$ cat config.mk
export PLATFORM = sky130hd
export DESIGN_NAME = pipe_control_unit
export DESIGN_NICKNAME = d
export VERILOG_FILES = /design/src/rtl/pcu_pkg.sv /design/src/rtl/pipe_control_unit_decode.sv /design/src/rtl/pipe_control_unit.sv
export SDC_FILE = /design/constraint.sdc
export NUM_CORES = 1
export LEC_CHECK = 0
export ABC_AREA = 1
export CORE_AREA = 2 2 68 70
export DETAILED_ROUTE_END_ITERATION = 6
export DIE_AREA = 0 0 70 72
export PLACE_DENSITY = 0.83
export SLEW_MARGIN = 40
export SYNTH_ARGS = -nofsm -noshare
export SYNTH_HDL_FRONTEND = slang
export SYNTH_SLANG_ARGS = --single-unit
$ cat constraint.sdc
create_clock -name clk -period 2.18 [get_ports clk]
set_input_delay 0.218 -clock clk [delete_from_list [all_inputs] [get_ports clk]]
set_output_delay 0.218 -clock clk [all_outputs]
set_load 0.03 [all_outputs]
$ cat src/rtl/pcu_pkg.sv
// Shared opcode constants, ALU-op encodings and the control bundle for the pipe control unit.
// PCU_JAL_EN adds the link control bit used by JAL.
package pcu_pkg;

    localparam logic [5:0] OP_RTYPE = 6'b000000;
    localparam logic [5:0] OP_ADDI  = 6'b001000;
    localparam logic [5:0] OP_LW    = 6'b100011;
    localparam logic [5:0] OP_SW    = 6'b101011;
    localparam logic [5:0] OP_BEQ   = 6'b000100;
    localparam logic [5:0] OP_BNE   = 6'b000101;
    localparam logic [5:0] OP_J     = 6'b000010;
    localparam logic [5:0] OP_JAL   = 6'b000011;

    localparam logic [1:0] ALU_ADD   = 2'b00;
    localparam logic [1:0] ALU_SUB   = 2'b01;
    localparam logic [1:0] ALU_FUNCT = 2'b10;

    typedef struct packed {
        logic       reg_dest;
        logic       branch_eq;
        logic       branch_ne;
        logic       mem_read;
        logic       mem_to_reg;
        logic       mem_write;
        logic       alu_src;
        logic       reg_write;
        logic       jump;
`ifdef PCU_JAL_EN
        logic       link;
`endif
        logic [1:0] alu_op;
    } ctrl_t;

    localparam ctrl_t CTRL_NOP = '0;

endpackage

$ cat src/rtl/pipe_control_unit_decode.sv
// Combinational opcode decoder: control bundle plus an illegal flag for undecoded opcodes.
// JAL decodes only when PCU_JAL_EN is defined; otherwise it is illegal.
module pcu_decode
    import pcu_pkg::*;
#(
    parameter int unsigned OPW = 6
) (
    input  logic [OPW-1:0] opcode,
    output ctrl_t          ctrl,
    output logic           illegal
);

    always_comb begin
        ctrl    = CTRL_NOP;
        illegal = 1'b0;
        case (opcode)
            OPW'(OP_RTYPE): begin
                ctrl.reg_dest  = 1'b1;
                ctrl.reg_write = 1'b1;
                ctrl.alu_op    = ALU_FUNCT;
            end
            OPW'(OP_ADDI): begin
                ctrl.alu_src   = 1'b1;
                ctrl.reg_write = 1'b1;
                ctrl.alu_op    = ALU_ADD;
            end
            OPW'(OP_LW): begin
                ctrl.mem_read   = 1'b1;
                ctrl.mem_to_reg = 1'b1;
                ctrl.alu_src    = 1'b1;
                ctrl.reg_write  = 1'b1;
                ctrl.alu_op     = ALU_ADD;
            end
            OPW'(OP_SW): begin
                ctrl.mem_write = 1'b1;
                ctrl.alu_src   = 1'b1;
                ctrl.alu_op    = ALU_ADD;
            end
            OPW'(OP_BEQ): begin
                ctrl.branch_eq = 1'b1;
                ctrl.alu_op    = ALU_SUB;
            end
            OPW'(OP_BNE): begin
                ctrl.branch_ne = 1'b1;
                ctrl.alu_op    = ALU_SUB;
            end
            OPW'(OP_J): begin
                ctrl.jump = 1'b1;
            end
`ifdef PCU_JAL_EN
            OPW'(OP_JAL): begin
                ctrl.jump      = 1'b1;
                ctrl.reg_write = 1'b1;
                ctrl.link      = 1'b1;
            end
`endif
            default: illegal = 1'b1;
        endcase
    end

endmodule

$ cat src/rtl/pipe_control_unit.sv
// ID-stage control: decode into the ID/EX register, load-use bubble insertion, backpressure, flush.
// Define PCU_JAL_EN to add the link output and JAL decode.
module pipe_control_unit
    import pcu_pkg::*;
#(
    parameter int unsigned OPW    = 6,
    parameter int unsigned ALUOPW = 2,
    parameter int unsigned CNTW   = 16
) (
    input  logic              clk,
    input  logic              rst_n,
    input  logic              in_valid,
    input  logic [OPW-1:0]    opcode,
    input  logic [4:0]        rs,
    input  logic [4:0]        rt,
    input  logic              ex_ready,
    input  logic              flush,
    output logic              out_valid,
    output logic              reg_dest,
    output logic              branch_eq,
    output logic              branch_ne,
    output logic              mem_read,
    output logic              mem_to_reg,
    output logic              mem_write,
    output logic              alu_src,
    output logic              reg_write,
    output logic              jump,
`ifdef PCU_JAL_EN
    output logic              link,
`endif
    output logic [ALUOPW-1:0] alu_op,
    output logic [4:0]        ex_rt,
    output logic              stall,
    output logic              illegal,
    output logic [CNTW-1:0]   bubble_cnt
);

    typedef enum logic [0:0] {StRun, StLuBubble} state_e;

    state_e          state_q, state_d;
    ctrl_t           ctrl_q, ctrl_out, dec_ctrl;
    logic            dec_illegal;
    logic            out_valid_q, illegal_q;
    logic [4:0]      ex_rt_q;
    logic [CNTW-1:0] bubble_cnt_q;
    logic            hazard, hold, load_bubble;

    pcu_decode #(
        .OPW(OPW)
    ) u_decode (
        .opcode (opcode),
        .ctrl   (dec_ctrl),
        .illegal(dec_illegal)
    );

    assign hazard = in_valid & out_valid_q & ctrl_q.mem_read & (ex_rt_q != 5'd0)
                  & ((ex_rt_q == rs) | (ex_rt_q == rt));
    assign hold        = out_valid_q & ~ex_ready;
    // A bubble never carries a load, so the hazard can only fire from StRun.
    assign load_bubble = ~flush & ~hold & hazard & (state_q == StRun);

    always_ff @(posedge clk or negedge rst_n) begin
        if (!rst_n) begin
            state_q <= StRun;
        end else begin
            state_q <= state_d;
        end
    end

    always_comb begin
        state_d = state_q;
        if (flush) begin
            state_d = StRun;
        end else if (load_bubble) begin
            state_d = StLuBubble;
        end else if (!hold) begin
            state_d = StRun;
        end
    end

    always_comb begin
        stall = ~flush & (hold | load_bubble);
    end

    always_ff @(posedge clk or negedge rst_n) begin
        if (!rst_n) begin
            out_valid_q  <= 1'b0;
            ctrl_q       <= CTRL_NOP;
            ex_rt_q      <= 5'd0;
            illegal_q    <= 1'b0;
            bubble_cnt_q <= '0;
        end else if (flush) begin
            out_valid_q <= 1'b0;
            ctrl_q      <= CTRL_NOP;
            ex_rt_q     <= 5'd0;
            illegal_q   <= 1'b0;
        end else if (hold) begin
            illegal_q <= 1'b0;
        end else if (load_bubble) begin
            out_valid_q <= 1'b0;
            ctrl_q      <= CTRL_NOP;
            ex_rt_q     <= 5'd0;
            illegal_q   <= 1'b0;
            if (bubble_cnt_q != {CNTW{1'b1}}) begin
                bubble_cnt_q <= bubble_cnt_q + CNTW'(1);
            end
        end else begin
            out_valid_q <= in_valid;
            ctrl_q      <= in_valid ? dec_ctrl : CTRL_NOP;
            ex_rt_q     <= in_valid ? rt : 5'd0;
            illegal_q   <= in_valid & dec_illegal;
        end
    end

    assign ctrl_out   = out_valid_q ? ctrl_q : CTRL_NOP;
    assign out_valid  = out_valid_q;
    assign reg_dest   = ctrl_out.reg_dest;
    assign branch_eq  = ctrl_out.branch_eq;
    assign branch_ne  = ctrl_out.branch_ne;
    assign mem_read   = ctrl_out.mem_read;
    assign mem_to_reg = ctrl_out.mem_to_reg;
    assign mem_write  = ctrl_out.mem_write;
    assign alu_src    = ctrl_out.alu_src;
    assign reg_write  = ctrl_out.reg_write;
    assign jump       = ctrl_out.jump;
`ifdef PCU_JAL_EN
    assign link       = ctrl_out.link;
`endif
    assign alu_op     = ALUOPW'(ctrl_out.alu_op);
    assign ex_rt      = ex_rt_q;
    assign illegal    = illegal_q;
    assign bubble_cnt = bubble_cnt_q;

endmodule

# [Yosys cells after proc, flatten, opt, wreduce, memory -nomap -nowiden]
# Index checks and enable logic that the tools add are counted.
[word_totals] regBits=35 input_bits=21 out_inout_bits=35 wordCells=78
[op_classes] addsub=1 n_eq_ne=11 mux=28 bitwise_logic=16 n_reduce_logical=7
[ops] cell="11-bit two-way mux" count=5
[ops] cell="5-bit two-way mux" count=4
[ops] cell="1-bit two-way mux" count=17
[ops] cell="16-bit by 1-bit adder with 16-bit output (second input constant)" count=1
[ops] cell="16-bit != test (second input constant)" count=1
[ops] cell="6-bit by 3-bit equality test with 1-bit output (second input constant)" count=2
[ops] cell="6-bit equality test (second input constant)" count=2
[ops] cell="1-bit bitwise AND" count=10
[ops] cell="5-bit equality test" count=2
[ops] cell="7-bit OR reduction" count=1
[ops] cell="6-bit by 2-bit equality test with 1-bit output (second input constant)" count=1
[ops] cell="6-bit by 4-bit equality test with 1-bit output (second input constant)" count=1
[ops] cell="6-bit logical NOT" count=1
[ops] cell="3-bit OR reduction" count=2
[ops] cell="5-bit nonzero test" count=1
[ops] cell="1-bit inverter" count=4
[ops] cell="2-bit case mux with 2 select lines" count=1
[ops] cell="4-bit AND reduction" count=1
[ops] cell="3-bit by 2-bit != test with 1-bit output (second input constant)" count=1
[ops] cell="2-bit two-way mux" count=1
[ops] cell="2-bit != test (second input constant)" count=1
[ops] cell="1-bit OR" count=2
[ops] cell="2-bit OR reduction" count=1

# [Longest topological paths before layout]
# Gate-level depths: netlist of run 1.
[logic_depth] depth_word=9 depth_mapped=11 depth_no_buf=11

# [Hierarchy]
# Synthesis of run 1 repeated with hierarchy kept, for this count alone.
[hier_totals] cells_unflattened=318 hier_area_um2=2205.9
[by_module_without_submodules] mod="pipe_control_unit" instances=1 cells_per_inst=283 area_per_inst_um2=2026.9 seq_area_each_um2=875.8
[by_module_without_submodules] mod="pcu_decode" instances=1 cells_per_inst=35 area_per_inst_um2=178.9 seq_area_each_um2=0.0

# [Worst setup path before layout of run 1]
# Ideal clock, no wire load.
[synth_path] path_type="register to register" startpoint="register bubble_cnt_q[0] (netlist: bubble_cnt[0])" endpoint="register bubble_cnt_q[13] (netlist: bubble_cnt[13])" setup_time_ns=0.118 arrival_ns=1.692 required_ns=2.062 path_slack_ns=0.369 stages_incl_launch_ff=12 path_buffers=0 synth_period_minus_slack_ns=1.811 path_cell_list="dfrtp_1 ha_1 nand3_1 inv_1 nand2_1 nor2_1 nor2_2 inv_1 nor2_4 nand2_1 nand2_1 nand2_1"
[synth_via] elab_chain_len=2 word_cells_on_any_way=3 cone_classes="add/sub: 1; eq/ne: 1; reduce/logical: 1"
[synth_rtl] item="from (decl)" line_no="pipe_control_unit.sv:45" text="logic [CNTW-1:0] bubble_cnt_q;"
[synth_rtl] item="from (signal assigned)" line_no="pipe_control_unit.sv:105" text="bubble_cnt_q <= bubble_cnt_q + CNTW'(1);"
[synth_rtl] item="parallel branches: the longest is 2 deep, another holds 16-bit by 1-bit adder with 16-bit output"
# Several ways; the timed one is not identified.
# A chain may end at the register's enable or synchronous reset.

# [Worst setup path after layout of run 1]
[layout_path] startpoint="register ex_rt_q[3] (netlist: ex_rt[3])" endpoint="output port stall"
[layout_via] elab_chain_len=7 word_cells_on_any_way=10 cone_classes="eq/ne: 2; bitwise: 7; reduce/logical: 1"
[layout_rtl] item="from (decl)" line_no="pipe_control_unit.sv:44" text="logic [4:0] ex_rt_q;"
[layout_rtl] item="from (signal assigned)" line_no="pipe_control_unit.sv:110" text="ex_rt_q <= in_valid ? rt : 5'd0;"
[layout_rtl] item="5-bit equality test or 5-bit nonzero test (tied branches)" line_no="pipe_control_unit.sv:57, pipe_control_unit.sv:56"
[layout_rtl] item="1-bit OR or 1-bit bitwise AND (tied branches)" line_no="pipe_control_unit.sv:57, pipe_control_unit.sv:56"
[layout_rtl] item="1-bit bitwise AND *" line_no="pipe_control_unit.sv:57" text="& ((ex_rt_q == rs) | (ex_rt_q == rt));"
[layout_rtl] item="1-bit bitwise AND * (2 in series)" line_no="pipe_control_unit.sv:60" text="assign load_bubble = ~flush & ~hold & hazard & (state_q == StRun);"
[layout_rtl] item="1-bit OR *" line_no="pipe_control_unit.sv:82" text="stall = ~flush & (hold | load_bubble);"
[layout_rtl] item="1-bit bitwise AND *" line_no="pipe_control_unit.sv:82"
[layout_rtl] item="to (decl)" line_no="pipe_control_unit.sv:33" text="output logic stall,"
# Mark *: on every way between the ends. The rest lies on a longest branch, timed or not.

==> impl_metrics.py, run 1 <==
metrics = {
    "outcome": {
        "outcome": "complete, no violations",
    },
    "drt": {
        "initialDrtViolationCount": 83,
        "wl_per_cell_um": 11.4,
        "firstDrtPassIters": 4,
        "antenna_left": 0,
        "drt-total-wl_um": 4600,
        "vias_per_cell": 4.85,
        "drc_errors": 0,
        "num_vias": 1959,
    },
    "setup_path": {
        "endpoint_kind": "output port",
        "start_kind": "flop",
        "worstReg2RegStart": "bubble_cnt[0]",
        "r2r_slack_ns": 0.42,
        "crit_start": "ex_rt[3]",
        "worstPathMaxFanout": 7,
        "r2r-end": "bubble_cnt[7]",
        "cp.required_ns": 1.96,
        "reg2reg_depth": 9,
        "crit_arrival_ns": 1.80,
        "criticalPathCategory": "reg -> out",
    },
    "synth": {
        "postSynthCellCount": 290,
        "synth_warnings": 0,
        "yosysUniqueCellTypes": 23,
        "syn_area_per_cell_um2": 6.95,
        "ys_seq_elements": 33,
        "synth_area_um2": 2010,
        "ys_seq_area_share_pct": 41.0,
        "syn_nets": 312,
    },
    "global_route": {
        "antenna_found_initial": 0,
        "grt_overflow": 0,
        "grt_pass1_wl_um": 7880,
        "grt_start_max_net_pins": 34,
        "gr-usage-all-layers_pct": 19.2,
        "grt_pass1_vias": 1877,
    },
    "clock_tree": {
        "path_clk_slew_ns": 0.07,
        "htreeDepth": 2,
        "numCtsBuffers": 5,
        "hold_buffers": 0,
        "cts_buffer_depth": 2,
        "clock_sinks": 33,
        "clk_latency_ns": 0.28,
        "cts-root-buf": "clkbuf_8",
        "cts_tree": "yes",
    },
    "die": {
        "die-area_um2": 5040,
        "core_um2": 4260,
        "ioPinCount": 56,
        "chipWidth_um": 70,
        "rows": 24,
        "die_h_um": 72,
        "start_util_pct": 47.2,
    },
    "sta": {
        "rsz0062_at_grt": "no",
        "setup_viol": 0,
        "worstMarginPinSlew_ns": 0.496,
        "setup_tns_ns": 0,
        "layout_min_cycle_time_ns": 2.02,
        "drv_slew": 0,
        "clock_skew_ns": 0.00306,
        "relSlewSlack_pct": 66.7,
        "finalHoldViolCount": 0,
        "fin_crit_sh_pct": 92.6,
        "max_freq_ghz": 0.495,
        "fin_ws_ns": 0.161,
    },
    "placed_design": {
        "numPortBuffers": 55,
        "place_inst": 396,
        "post-place-ws_ns": 0.264,
        "dpl-instance-area_um2": 2610,
        "dp_hpwl_um": 3450,
        "place.gp.congestion": 0.820,
    },
    "cells_and_area": {
        "n_antenna_cell": 0,
        "final_area_um2": 2730,
        "syn_to_final_growth_pct": 35.5,
        "fin_cells": 404,
        "layout_common_cells": "88 x nand2_1, 55 x inv_1, 54 x clkdlybuf4s50_1",
        "nets": 373,
        "layout-drive-gt1-share_pct": 8.24,
        "final_common_cell": "nand2_1",
    },
    "pwr": {
        "peakVddDrop_mv": 0.403,
        "p_per_area_nw_per_um2": 513,
        "p_leak_nw": 1.44,
    },
    "worst_hold_path": {
        "hold_path_class": "in -> async",
    },
    "flow_run": {
        "max_cap_viol_count": 0,
    },
}
[layer usage]
metal / wire (um) / up-vias / global-route usage, %
li1: - / 1005 / -
met5: 0 / - / 0
met1: 1980 / 897 / 22.2
met2: 2350 / 49 / 35.0
met3: 220 / 8 / 5.28
met4: 55 / 0 / 5.56
[cell type report]
cell class	count	area, um2
Multi-Input combinational cell	197	940
Clock inverter	1	30.0
Sequential cell	33	827
Timing Repair Buffer	58	571
Inverter	56	211
Fill cell	369	1530
Clock buffer	7	86.3
Tap cell	52	65.1
[worst max-delay path by stage]
| stage | to | cells past startpoint |
|---|---|---|
| finish | stall | 7 |
| CTS | stall | 8 |
| global route | stall | 7 |
| global placement | bubble_cnt[13] | 10 |
| detailed placement | bubble_cnt[9] | 9 |
| floorplan | bubble_cnt[13] | 11 |
[cell usage after synthesis (all sizes together)]
library cell	n	share of area [%]
buf	4	1.9
nor2	44	9.7
ha	1	0.62
dfrtp	33	41
nand4	8	2.5
xnor2	3	1.3
nand3	17	4.5
o21ai	16	4.0
inv	55	10
nand2	94	19
clkinv	1	0.25
nor3	4	2.0
o22ai	3	0.93
nand3b	7	2.6
[state kept, by name, indices dropped and copies added, names as in the netlist]
register and cells:
bubble_cnt 16, ctrl_q 9, ex_rt 5, illegal 1, out_valid 1, state_q 1
[per-stage QoR]
step           hold slack [ns]  power (mW)  util [%]
2_1_floorplan          -0.0776       0.724         -
3_3_place_gp             0.467       0.808      61.3
3_5_place_dp             0.476       0.811      61.3
4_1_cts                  0.345        1.42      64.0
5_1_grt                  0.383        1.45      64.0
6_report                 0.333        1.40      64.0
[critical path, cell delays in order (launching register included)]
cell	delay, ns
dfrtp_1	0.41
inv_1	0.12
nand3_1	0.09
nor3_1	0.40
nor2_4	0.12
nand2_4	0.14
nand2_1	0.07
buf_4	0.17
[what timing repair did]
item,in CTS,in global routing
hold endpoints to repair,0,0
gates resized for setup,0,1
setup endpoints to repair,0,1
setup buffers,0,0
[kinds of logic (layout without fill, tap and decap cells)]
logic type / after synthesis / after routing / synth area share, %
adder cells (fa/ha/maj): 1 / 1 / 0.621
buffers and inverters: 60 / 122 / 12.4
XOR/XNOR: 3 / 3 / 1.30
AO/OA/AOI/OAI: 19 / 19 / 4.91
flip-flops: 33 / 33 / 41.0
AND/OR/NAND/NOR: 174 / 174 / 39.8
[power by group]
part           switching, mW  internal [mW]  total [mW]
clock network          0.226          0.373       0.599
logic                 0.0949         0.0728       0.168
registers             0.0121          0.621       0.633
Note: power is estimated with default switching activity, not from simulation.
==> inputs of run 2 (changes only) <==
SLEW_MARGIN = 20   (was 40)
==> results of run 2 <==
No change in the layout: final DEF, timing and power equal those of run 1.
==> inputs of run 3 (changes only) <==
clock period = 2.1 ns   (was 2.18 ns; I/O delays follow)
==> impl_metrics.py, run 3 (synthesis gave the netlist of run 1 again) <==
metrics = {
    "outcome": {
        "outcome": "complete, no violations",
    },
    "cells_and_area": {
        "syn_to_final_growth_pct": 34.5,
        "nets": 373,
        "final_util_pct": 63.5,
        "layout-drive-gt1-share_pct": 8.55,
        "largest_register_ff_count": 16,
        "final_common_cell": "nand2_1",
        "n_antenna_cell": 0,
        "layout_common_cells": "88 x nand2_1, 55 x inv_1, 54 x clkdlybuf4s50_1",
    },
    "drt": {
        "vias_per_cell": 4.86,
        "initialDrtViolationCount": 70,
        "num_vias": 1959,
        "wl_per_cell_um": 11.0,
        "drc_errors": 0,
        "drt-total-wl_um": 4450,
        "antenna_left": 0,
        "firstDrtPassIters": 4,
    },
    "global_route": {
        "grt_use_met1_pct": 23.3,
        "grt_start_max_net_pins": 34,
        "gr-usage-all-layers_pct": 19.4,
        "met2_usage_pct": 34.8,
        "grt_pass1_wl_um": 7930,
        "grt_overflow": 0,
        "grt_pass1_vias": 1910,
        "antenna_found_initial": 0,
        "busiest_layer": "met2",
        "met3_usage_pct": 5.14,
    },
    "placed_design": {
        "dp_hpwl_um": 3530,
        "numPortBuffers": 55,
        "place.gp.congestion": 0.805,
        "post-place-ws_ns": 0.195,
    },
    "setup_path": {
        "crit_slowest_cell": "dfrtp_2",
        "criticalPathCategory": "reg -> out",
        "cp_common_cell": "nand2_1",
        "slowest_delay_ns": 0.49,
        "cp.required_ns": 1.89,
        "crit_chain": "nand2_2 -> nor3_2 -> nand2_1 -> nor2_4 -> nand2_4 -> nand2_1 -> buf_4",
        "start_kind": "flop",
        "endpoint_kind": "output port",
        "worstPathMaxFanout": 11,
        "crit_arrival_ns": 1.69,
        "r2r_slack_ns": 0.22,
    },
    "worst_hold_path": {
        "hold_path_class": "in -> async",
    },
    "sta": {
        "setup_viol": 0,
        "setup_tns_ns": 0,
        "fin_ws_ns": 0.197,
        "rsz0062_at_grt": "no",
        "max_freq_ghz": 0.525,
        "worstMarginPinSlew_ns": 0.423,
        "relSlewSlack_pct": 71.8,
        "fin_crit_sh_pct": 90.6,
        "layout_min_cycle_time_ns": 1.90,
        "drv_slew": 0,
        "finalHoldViolCount": 0,
        "clock_skew_ns": 0.00878,
    },
    "die": {
        "start_util_pct": 47.2,
        "rows": 24,
        "core_um2": 4260,
        "chipWidth_um": 70,
        "die-area_um2": 5040,
        "ioPinCount": 56,
        "die_h_um": 72,
    },
    "clock_tree": {
        "cts_buffer_depth": 2,
        "clock_sinks": 33,
        "numCtsBuffers": 5,
        "cts-root-buf": "clkbuf_8",
        "path_clk_slew_ns": 0.07,
        "clk_latency_ns": 0.28,
        "htreeDepth": 2,
        "hold_buffers": 0,
        "cts_tree": "yes",
    },
    "flow_run": {
        "max_cap_viol_count": 0,
    },
    "pwr": {
        "p_leak_nw": 1.43,
        "peakVddDrop_mv": 0.309,
        "p_per_area_nw_per_um2": 487,
    },
}
-- run 3: cell types whose count changed in the layout (fill, tap and decap cells not counted) --
| cell | delta |
|---|---|
| clkinvlp_4 | +1 |
| clkbuf_1 | -1 |
| bufinv_16 | -1 |
| nor3_2 | +1 |
| nor3_1 | -1 |
-- run 3: what timing repair did --
item,in CTS,in global routing
setup endpoints to repair,0,1
gates resized for setup,0,2
setup buffers,0,0
-- run 3: final timing paths --
path / end / start / cells past startpoint
worst max-delay path: stall / out_valid / 7
worst min-delay path: bubble_cnt[5] / rst_n / 2
worst max register to register: bubble_cnt[11] / bubble_cnt[0] / 9
worst min register to register: ctrl_q[0] / ctrl_q[0] / 2
max in group asynchronous: out_valid / rst_n / 2
min in group clk: ctrl_q[0] / ctrl_q[0] / 2
-- run 3: power by group --
| group | switching (mW) | total, mW | internal [mW] |
|---|---|---|---|
| Sequential | 0.0129 | 0.657 | 0.644 |
| Clock | 0.229 | 0.488 | 0.259 |
| Combinational | 0.0967 | 0.173 | 0.0763 |
-- run 3: routing by layer --
metal / vias to the layer above / wire [um]
met5: - / 0
met4: 0 / 32
met3: 4 / 185
met2: 45 / 2300
met1: 901 / 1940
li1: 1009 / -
-- run 3: final cells by class --
cell class,instances,area [um2]
tap,52,65.1
timing repair buffer,58,571
clock buffer,6,82.6
clock inverter,1,7.51
inverter,56,211
multi-input combinational,197,945
sequential,33,827
fill,398,1560
-- run 3: per-stage QoR --
step / area (um2) / std cells / power (mW) / hold slack, ns
4_1_cts: 2700 / 403 / 1.33 / 0.347
6_report: 2710 / 403 / 1.32 / 0.325
5_1_grt: 2710 / 403 / 1.37 / 0.359
3_3_place_gp: 2610 / 396 / 0.838 / 0.466
2_1_floorplan: 2010 / 290 / 0.752 / -0.0856
3_5_place_dp: 2610 / 396 / 0.842 / 0.488
-- run 3: critical path, delay by kind of cell (launching register included) --
family        cells  cell delay (ns)
flops             1             0.49
simple gates      6             0.76
buf+inv           1             0.16
